<file path="src/rtl/program_loader_if.sv">
// Loader bus: start/length control, program word stream, and the register,
// data-memory, instruction-memory and PC write ports driven toward the core.
interface program_loader_if #(
    parameter int IMEM_DEPTH = 1024,
    parameter int DMEM_DEPTH = 1024,
    parameter int NREGS      = 32
);
    localparam int IA = $clog2(IMEM_DEPTH);
    localparam int DA = $clog2(DMEM_DEPTH);
    localparam int RA = $clog2(NREGS);

    logic          start;
    logic [IA:0]   prog_len;

    // Handshake: a program word transfers on a rising edge where word_valid and
    // word_ready are both 1; the source holds word_in stable while word_valid is 1,
    // and word_ready does not depend on word_valid.
    logic [31:0]   word_in;
    logic          word_valid;
    logic          word_ready;

    logic          imem_we;
    logic [IA-1:0] imem_addr;
    logic [31:0]   imem_wdata;
    logic          dmem_we;
    logic [DA-1:0] dmem_addr;
    logic [31:0]   dmem_wdata;
    logic          reg_we;
    logic [RA-1:0] reg_addr;
    logic [31:0]   reg_wdata;
    logic          pc_we;
    logic [31:0]   pc_wdata;

    logic          core_halt;
    logic          busy;
    logic          done;
    logic          error;
    logic [2:0]    dbg_state;

    modport master (
        input  start, prog_len, word_in, word_valid,
        output word_ready,
        output imem_we, imem_addr, imem_wdata,
        output dmem_we, dmem_addr, dmem_wdata,
        output reg_we, reg_addr, reg_wdata,
        output pc_we, pc_wdata,
        output core_halt, busy, done, error, dbg_state
    );

    modport slave (
        output start, prog_len, word_in, word_valid,
        input  word_ready,
        input  imem_we, imem_addr, imem_wdata,
        input  dmem_we, dmem_addr, dmem_wdata,
        input  reg_we, reg_addr, reg_wdata,
        input  pc_we, pc_wdata,
        input  core_halt, busy, done, error, dbg_state
    );
endinterface

</file>
<file path="src/rtl/program_loader.sv">
// Boot loader ahead of the mips core: clears registers, fills data memory with
// word i = i, streams the program into instruction memory, then writes PC=0 and releases.
module program_loader #(
    parameter int IMEM_DEPTH = 1024,
    parameter int DMEM_DEPTH = 1024,
    parameter int NREGS      = 32
) (
    input logic              clk,
    input logic              rst,
    program_loader_if.master bus
);
    localparam int IA = $clog2(IMEM_DEPTH);
    localparam int DA = $clog2(DMEM_DEPTH);
    localparam int RA = $clog2(NREGS);
    localparam int MX = (IA > DA) ? ((IA > RA) ? IA : RA) : ((DA > RA) ? DA : RA);
    localparam int CW = MX + 1;

    localparam logic [IA:0]   LEN_MAX   = (IA+1)'(IMEM_DEPTH);
    localparam logic [CW-1:0] REG_LAST  = CW'(NREGS - 1);
    localparam logic [CW-1:0] DMEM_LAST = CW'(DMEM_DEPTH - 1);

    typedef enum logic [2:0] {
        S_IDLE      = 3'd0,
        S_CLR_REG   = 3'd1,
        S_INIT_DMEM = 3'd2,
        S_LOAD_IMEM = 3'd3,
        S_RELEASE   = 3'd4,
        S_DONE      = 3'd5
    } state_t;

    state_t        state, state_nx;
    logic [CW-1:0] cnt;
    logic [IA:0]   len_q;
    logic          done_q, halt_q, error_q;
    logic          oversize, accept_start, take_word, word_last;

    assign oversize     = bus.prog_len > LEN_MAX;
    assign accept_start = (state == S_IDLE) && bus.start && !oversize;
    assign take_word    = (state == S_LOAD_IMEM) && bus.word_valid;
    assign word_last    = cnt == (CW'(len_q) - CW'(1));

    always_ff @(posedge clk or posedge rst) begin
        if (rst) state <= S_IDLE;
        else     state <= state_nx;
    end

    always_comb begin
        state_nx = state;
        case (state)
            S_IDLE:      if (accept_start) state_nx = S_CLR_REG;
            S_CLR_REG:   if (cnt == REG_LAST) state_nx = S_INIT_DMEM;
            S_INIT_DMEM: if (cnt == DMEM_LAST) state_nx = (len_q == '0) ? S_RELEASE : S_LOAD_IMEM;
            S_LOAD_IMEM: if (take_word && word_last) state_nx = S_RELEASE;
            S_RELEASE:   state_nx = S_DONE;
            S_DONE:      state_nx = S_IDLE;
            default:     state_nx = S_IDLE;
        endcase
    end

    // Counter restarts on every state change, so each phase indexes from 0
    // and the last-entry compares fire before any overflow.
    always_ff @(posedge clk or posedge rst) begin
        if (rst) begin
            cnt     <= '0;
            len_q   <= '0;
            done_q  <= 1'b0;
            halt_q  <= 1'b1;
            error_q <= 1'b0;
        end else begin
            error_q <= (state == S_IDLE) && bus.start && oversize;
            if (state_nx != state)
                cnt <= '0;
            else if (state == S_CLR_REG || state == S_INIT_DMEM || take_word)
                cnt <= cnt + CW'(1);
            if (accept_start) begin
                len_q  <= bus.prog_len;
                done_q <= 1'b0;
                halt_q <= 1'b1;
            end else if (state == S_RELEASE) begin
                done_q <= 1'b1;
                halt_q <= 1'b0;
            end
        end
    end

    always_comb begin
        bus.word_ready = 1'b0;
        bus.reg_we     = 1'b0;
        bus.reg_addr   = '0;
        bus.reg_wdata  = '0;
        bus.dmem_we    = 1'b0;
        bus.dmem_addr  = '0;
        bus.dmem_wdata = '0;
        bus.imem_we    = 1'b0;
        bus.imem_addr  = '0;
        bus.imem_wdata = '0;
        bus.pc_we      = 1'b0;
        case (state)
            S_CLR_REG: begin
                bus.reg_we   = 1'b1;
                bus.reg_addr = cnt[RA-1:0];
            end
            S_INIT_DMEM: begin
                bus.dmem_we    = 1'b1;
                bus.dmem_addr  = cnt[DA-1:0];
                bus.dmem_wdata = 32'(cnt);
            end
            S_LOAD_IMEM: begin
                // Only the imem write follows the handshake inputs combinationally.
                bus.word_ready = 1'b1;
                bus.imem_we    = bus.word_valid;
                bus.imem_addr  = cnt[IA-1:0];
                bus.imem_wdata = bus.word_in;
            end
            S_RELEASE: bus.pc_we = 1'b1;
            default: ;
        endcase
    end

    assign bus.pc_wdata  = 32'd0;
    assign bus.core_halt = halt_q;
    assign bus.done      = done_q;
    assign bus.error     = error_q;
    assign bus.busy      = state != S_IDLE;
    assign bus.dbg_state = state;
endmodule

</file>
<file path="src/flat_wrapper.sv">
// flat-port wrapper written by rule: the top's interface ports become plain ports
module program_loader_flat 
#(
    parameter int IMEM_DEPTH = 1024,
    parameter int DMEM_DEPTH = 1024,
    parameter int NREGS      = 32
)
  (clk, rst, bus_start, bus_prog_len, bus_word_in, bus_word_valid, bus_word_ready, bus_imem_we, bus_imem_addr, bus_imem_wdata, bus_dmem_we, bus_dmem_addr, bus_dmem_wdata, bus_reg_we, bus_reg_addr, bus_reg_wdata, bus_pc_we, bus_pc_wdata, bus_core_halt, bus_busy, bus_done, bus_error, bus_dbg_state);
  program_loader_if #(.IMEM_DEPTH(IMEM_DEPTH), .DMEM_DEPTH(DMEM_DEPTH), .NREGS(NREGS)) bus_i ();
  input logic clk;
  input logic rst;
  input wire logic [$bits(bus_i.start)-1:0] bus_start;
  input wire logic [$bits(bus_i.prog_len)-1:0] bus_prog_len;
  input wire logic [$bits(bus_i.word_in)-1:0] bus_word_in;
  input wire logic [$bits(bus_i.word_valid)-1:0] bus_word_valid;
  output wire logic [$bits(bus_i.word_ready)-1:0] bus_word_ready;
  output wire logic [$bits(bus_i.imem_we)-1:0] bus_imem_we;
  output wire logic [$bits(bus_i.imem_addr)-1:0] bus_imem_addr;
  output wire logic [$bits(bus_i.imem_wdata)-1:0] bus_imem_wdata;
  output wire logic [$bits(bus_i.dmem_we)-1:0] bus_dmem_we;
  output wire logic [$bits(bus_i.dmem_addr)-1:0] bus_dmem_addr;
  output wire logic [$bits(bus_i.dmem_wdata)-1:0] bus_dmem_wdata;
  output wire logic [$bits(bus_i.reg_we)-1:0] bus_reg_we;
  output wire logic [$bits(bus_i.reg_addr)-1:0] bus_reg_addr;
  output wire logic [$bits(bus_i.reg_wdata)-1:0] bus_reg_wdata;
  output wire logic [$bits(bus_i.pc_we)-1:0] bus_pc_we;
  output wire logic [$bits(bus_i.pc_wdata)-1:0] bus_pc_wdata;
  output wire logic [$bits(bus_i.core_halt)-1:0] bus_core_halt;
  output wire logic [$bits(bus_i.busy)-1:0] bus_busy;
  output wire logic [$bits(bus_i.done)-1:0] bus_done;
  output wire logic [$bits(bus_i.error)-1:0] bus_error;
  output wire logic [$bits(bus_i.dbg_state)-1:0] bus_dbg_state;
  assign bus_i.start = bus_start;
  assign bus_i.prog_len = bus_prog_len;
  assign bus_i.word_in = bus_word_in;
  assign bus_i.word_valid = bus_word_valid;
  assign bus_word_ready = bus_i.word_ready;
  assign bus_imem_we = bus_i.imem_we;
  assign bus_imem_addr = bus_i.imem_addr;
  assign bus_imem_wdata = bus_i.imem_wdata;
  assign bus_dmem_we = bus_i.dmem_we;
  assign bus_dmem_addr = bus_i.dmem_addr;
  assign bus_dmem_wdata = bus_i.dmem_wdata;
  assign bus_reg_we = bus_i.reg_we;
  assign bus_reg_addr = bus_i.reg_addr;
  assign bus_reg_wdata = bus_i.reg_wdata;
  assign bus_pc_we = bus_i.pc_we;
  assign bus_pc_wdata = bus_i.pc_wdata;
  assign bus_core_halt = bus_i.core_halt;
  assign bus_busy = bus_i.busy;
  assign bus_done = bus_i.done;
  assign bus_error = bus_i.error;
  assign bus_dbg_state = bus_i.dbg_state;
  program_loader #(.IMEM_DEPTH(IMEM_DEPTH), .DMEM_DEPTH(DMEM_DEPTH), .NREGS(NREGS)) u_core (.clk(clk), .rst(rst), .bus(bus_i));
endmodule
</file>
<file path="config.mk">
export PLATFORM = sky130hd
export DESIGN_NAME = program_loader_flat
export DESIGN_NICKNAME = d
export VERILOG_FILES = /design/src/rtl/program_loader_if.sv /design/src/rtl/program_loader.sv /design/src/flat_wrapper.sv
export SDC_FILE = /design/constraint.sdc
export NUM_CORES = 1
export LEC_CHECK = 0
export BUFFER_PORTS_ARGS = -buffer_cell sky130_fd_sc_hd__clkbuf_2
export CORE_MARGIN = 3
export CORE_UTILIZATION = 27
export DETAILED_ROUTE_END_ITERATION = 8
export GPL_ROUTABILITY_DRIVEN = 0
export GPL_TIMING_DRIVEN = 0
export SYNTH_ARGS = -nofsm -noshare
export SYNTH_HDL_FRONTEND = slang
export SYNTH_SLANG_ARGS = --single-unit
</file>
<file path="constraint.sdc">
create_clock -name clk -period 3.2 [get_ports clk]
set_input_delay 0.16 -clock clk [delete_from_list [all_inputs] [get_ports clk]]
set_output_delay 0.16 -clock clk [all_outputs]
set_load 0.01 [all_outputs]
</file>
; Word level (Yosys, flattened, before mapping)
; Cells that the tools add are included.
[totals]
reg_bits = 28
latchBits = 0
mem_bits_rw = 0
romBits = 0
in_bits = 47
out_inout_bits = 165
word_cells = 52
n_memories = 0
[op_classes]
addsub = 2
mul = 0
n_div = 0
order_cmp = 1
n_eq_ne = 8
n_shift = 0
mux = 22
bitwise = 0
n_reduce_logical = 13
[ops]
columns = cell, count
row1 = $mux 11, 3
row2 = $mux 32, 1
row3 = $mux 10, 2
row4 = $mux 3, 5
row5 = $pmux 3 s5, 1
row6 = $add 11x1->11 const B, 1
row7 = $eq 11x10->1 const B, 1
row8 = $eq 11x11->1, 1
row9 = $eq 11x5->1 const B, 1
row10 = $gt 11x11->1 const B, 1
row11 = $logic_not 11->1, 1
row12 = $sub 11x1->11 const B, 1
row13 = $mux 1, 9
row14 = $eq 3x2->1 const B, 2
row15 = $logic_and 1x1->1, 5
row16 = $mux 5, 1
row17 = $reduce_bool 2->1, 2
row18 = $eq 3x1->1 const B, 1
row19 = $eq 3x3->1 const B, 1
row20 = $logic_not 3->1, 1
row21 = $ne 3x3->1, 1
row22 = $reduce_bool 3->1, 1
row23 = $logic_or 1x1->1, 2
row24 = $logic_not 1->1, 1

; Depth between registers and ports, before layout
[depth]
ltp_word = 7
mapped_depth = 10

; Worst setup path before layout
; Ideal clock, no wire load.
[synth_path]
kind = register to register
from = reg u_core.len_q[2]
to = reg u_core.cnt[0]
setup_ns = 0.145
arrival_ns = 2.011
t_required_ns = 3.055
setup_slack_ns = 1.045
path_stages_with_launch = 7
n_path_buf = 1
period_less_slack_ns = 2.155
path_cell_list = dfrtp_1 or4_4 or4_4 o211ai_2 a41o_1 buf_6 nor3_2
[synth_via]
elab_chain_len = 7
word_cells_on_any_way = 11
classes_between = 1 x add/sub / 2 x eq/ne / 5 x mux / 3 x reduce/logical
[synth_rtl]
columns = item, line
row1 = from (decl), program_loader.sv:33  ; logic [IA:0] len_q;
row2 = from (signal assigned), program_loader.sv:76  ; len_q <= bus.prog_len;
row3 = $sub 11x1->11, program_loader.sv:40  ; assign word_last = cnt == (CW'(len_q) - CW'(1));
row4 = $eq 11x11->1, program_loader.sv:40
row5 = $logic_and 1x1->1, program_loader.sv:53  ; S_LOAD_IMEM: if (take_word && word_last) state_nx = S_RELEASE;
row6 = $mux 3, program_loader.sv:53
row7 = $pmux 3 s5 *, program_loader.sv:49  ; case (state)
row8 = $ne 3x3->1 *, program_loader.sv:71  ; if (state_nx != state)
row9 = $mux 11 or $reduce_bool 2->1 (tied branches), --
row10 = to (signal assigned), program_loader.sv:74  ; cnt <= cnt + CW'(1);
row11 = to (decl), program_loader.sv:32  ; logic [CW-1:0] cnt;
; Mark *: on every way between the ends. The rest lies on a longest branch, timed or not.
; A chain may end at the register's enable or synchronous reset.

; Worst setup path in the final report
[layout_path]
from = reg u_core.len_q[0]
to = reg u_core.cnt[8]
; Same word-level chain as after synthesis.

==> impl_metrics.sql <==
INSERT INTO impl_metrics (metric_group, metric, value, unit) VALUES
('status', 'outcome', 'complete, no violations', ''),
('synth', 'synth_mux_area_share', '3.45', '%'),
('clock_network', 'cts_root_buf', 'sky130_fd_sc_hd__clkbuf_8', ''),
('clock_network', 'htree_num_levels', '1', ''),
('sta', 'grt_setup_unrepaired', 'no', ''),
('synth', 'synthXorXnorAreaFrac', '7.24', '%'),
('synth', 'postSynthCellCount', '342', ''),
('synth', 'synth.lib_cells_used.distinct', '51', ''),
('critical_path', 'crit_type', 'reg2reg', ''),
('global_routing', 'grtUsageTotal', '12.7', '%'),
('finish', 'insertedDiodeCount', '0', ''),
('synth', 'avgSynthCellArea', '8.49', 'µm²'),
('clock_network', 'numCtsBuffers', '3', ''),
('global_routing', 'grt_max_degree', '29', ''),
('critical_path', 'timing.critical_path.slowest_stage_cell', 'sky130_fd_sc_hd__or4_1', ''),
('floorplan', 'design.portCount', '212', ''),
('critical_path', 'timing.critical_path.slowest_cell_delay', '0.53', 'ns'),
('synth', 'synth-async-reset-ratio', '100', '%'),
('synth', 'synth_simple_gate_area_share', '30.2', '%'),
('sta', 'clock-skew-final', '0.00939', 'ns'),
('floorplan', 'fp.dieArea', '0.0120', 'mm²'),
('detailed_routing', 'routed-via-count', '2756', ''),
('sta', 'number_of_endpoints_with_negative_hold_slack_in_the_final_report', '0', ''),
('floorplan', 'chipHeight', '110', 'µm'),
('synth', 'most_area_hungry_cell_type_in_the_yosys_netlist', 'sky130_fd_sc_hd__buf_4', ''),
('floorplan', 'fp-row-count', '37', ''),
('detailed_routing', 'post-route-drc-count', '0', ''),
('critical_path', 'critical_path_buf_inv_count', '3', ''),
('clock_network', 'cts_tree', 'built', ''),
('synth', 'yosys-top-cells-area', 'sky130_fd_sc_hd__buf_4, sky130_fd_sc_hd__dfrtp_1, sky130_fd_sc_hd__and2_1, sky130_fd_sc_hd__xor2_1, sky130_fd_sc_hd__nor3_2', ''),
('synth', 'synth_compound_gate_area_share', '6.12', '%'),
('critical_path', 'start_kind', 'register', ''),
('critical_path', 'biggest_fanout_along_the_worst_timing_path', '10', ''),
('global_routing', 'grt_remaining_overflow', '0', ''),
('sta', 'maxClockFrequency', '0.407', 'GHz'),
('critical_path', 'critPathTopFamily', 'simple AND/OR/NAND/NOR gates', ''),
('clock_network', 'insertion_delay', '0.28', 'ns'),
('detailed_routing', 'route.detailed.vias_per_inst', '3.98', ''),
('pwr', 'worst_ir_drop_vdd', '0.000204', 'V'),
('finish', 'share_of_layout_cells_above_drive_strength_1', '45.0', '%'),
('clock_network', 'clock_sink_count', '28', ''),
('sta', 'max_transition_margin', '26.8', '%'),
('global_routing', 'antenna_violations_before_repair', '0', ''),
('detailed_routing', 'drt_iter0_drc', '91', ''),
('finish', 'relative_area_change_from_synthesis_to_final_layout', '40.9', '%'),
('finish', 'post-route-cell-area', '0.00409', 'mm²'),
('placement', 'post_dp_cell_area', '0.00402', 'mm²'),
('clock_network', 'post_cts_buffers', '0', ''),
('synth', 'yosys.area_share.adder', '0.861', '%'),
('worst_hold_path', 'worstHoldPathType', 'in2reg', ''),
('synth', 'ys_ff_latch', '28', ''),
('placement', 'port_buffers', '126', ''),
('finish', 'commonest_non_fill_non_tap_cells_in_the_layout', 'sky130_fd_sc_hd__clkbuf_2, sky130_fd_sc_hd__buf_4, sky130_fd_sc_hd__conb_1, sky130_fd_sc_hd__and2_1, sky130_fd_sc_hd__dfrtp_1', ''),
('sta', 'min_period_over_period', '76.8', '%'),
('synth', 'synth_top_family_by_area', 'simple AND/OR/NAND/NOR gates', ''),
('pwr', 'finalPower', '1.90', 'mW'),
('synth', 'synth-seq-area-share', '24.2', '%'),
('finish', 'finalNonFillerCells', '692', ''),
('pwr', 'static-leakage-power', '2.37', 'nW'),
('detailed_routing', 'firstDrtPassIters', '4', ''),
('finish', 'final.fill_count', '1052', ''),
('clock_network', 'post_cts_clock_slew_at_the_launch_and_capture_registers_of_the_worst_setup_and_hold_paths', '0.10', 'ns'),
('pwr', 'p_per_area', '463', 'mW/mm²'),
('synth', 'count_of_flip_flops_with_a_built_in_enable_after_synthesis', '0', ''),
('floorplan', 'initial_utilization', '27.9', '%'),
('critical_path', 'critical_path_arrival', '2.61', 'ns'),
('sta', 'setup-violations-final', '0', ''),
('global_routing', 'grt_first_pass_wirelength', '12200', 'µm'),
('critical_path', 'crit_path_cell_trace', 'inv_1 > ha_1 > clkbuf_1 > nand3b_1 > or4_1 > o211ai_2 > a41o_1 > buf_6 > nor3_2', ''),
('clock_network', 'cts.hold.buffers_added', '0', ''),
('floorplan', 'core_region_area', '0.0104', 'mm²');
-- state kept, by name (all words and copies together), names as in the netlist --
name and cells:
u_core.cnt 11, u_core.bus.dbg_state 3, u_core.len_q 11, u_core.bus.error 1, u_core.bus.done 1, u_core.bus.core_halt 1
-- per-stage QoR --
| stage | utilization (%) | hold slack [ns] | setup WS, ns |
|---|---|---|---|
| 6_report | 39.3 | 0.111 | 0.742 |
| 5_1_grt | 39.3 | 0.0975 | 0.548 |
| 4_1_cts | 39.3 | 0.109 | 0.731 |
| 3_5_place_dp | 38.6 | 0.395 | 0.777 |
| 3_3_place_gp | 38.6 | 0.385 | 0.807 |
| 2_1_floorplan | - | 0.225 | 1.04 |
-- Yosys cell counts (all sizes together) (6+ instances only) --
master and instances:
and2 60, buf 97, clkbuf 15, dfrtp 27, inv 6, mux2 8, nand2 8, nand4 6
nor2 10, nor3 16, o21ai 7, xnor2 10, xor2 14
-- worst reg2reg max path: cells and delay by family, from the launching register on --
family / cells / cell delay (ns)
compound gates: 2 / 0.33
fa+ha+maj: 1 / 0.14
buf+inv: 3 / 0.59
flops: 1 / 0.43
simple gates: 3 / 0.83
-- cell families after synthesis --
logic type,after synthesis
multiplexers,9
buffers and inverters,118
XOR/XNOR,24
flip-flops,28
adder cells (fa/ha/maj),2
AO/OA/AOI/OAI,24
other,1
AND/OR/NAND/NOR,136
-- metal layers --
layer	track usage [%]	part of all wire [%]	up-vias
met5	0	0	-
met1	15.9	42	1207
met4	2.40	0.35	0
met2	23.3	49	155
li1	-	-	1392
met3	1.76	8.8	2
-- final cells by class --
class	count	area [µm²]	share of cell area [%]
multi-input cells	280	1710	41.8
plain buffers	112	786	19.2
flip-flops and latches	28	702	17.2
repair buffers	126	631	15.4
well taps	136	170	4.16
clock buffers	3	41.3	1.01
clock inverters	1	30.0	0.734
inverters	6	22.5	0.550
-- path summary, 6_finish.rpt --
path	end	startpoint	slack, ns	cells past startpoint
worst max register to register	u_core.cnt[8]	u_core.len_q[0]	0.74	9
worst min-delay path	u_core.bus.error	bus_prog_len[10]	0.11	3
worst max-delay path	u_core.cnt[8]	u_core.len_q[0]	0.74	9
max in group asynchronous	u_core.len_q[3]	rst	2.41	2
worst min register to register	u_core.bus.done	u_core.bus.done	0.52	2
min in group asynchronous	u_core.bus.dbg_state[1]	rst	0.13	2
-- report_power, final --
part / switching [mW] / internal, mW / leakage (nW)
clock network: 0.116 / 0.168 / 0.0357
registers: 0.164 / 0.449 / 0.360
logic: 0.532 / 0.468 / 1.97
Power figures use the tool's default switching activity.
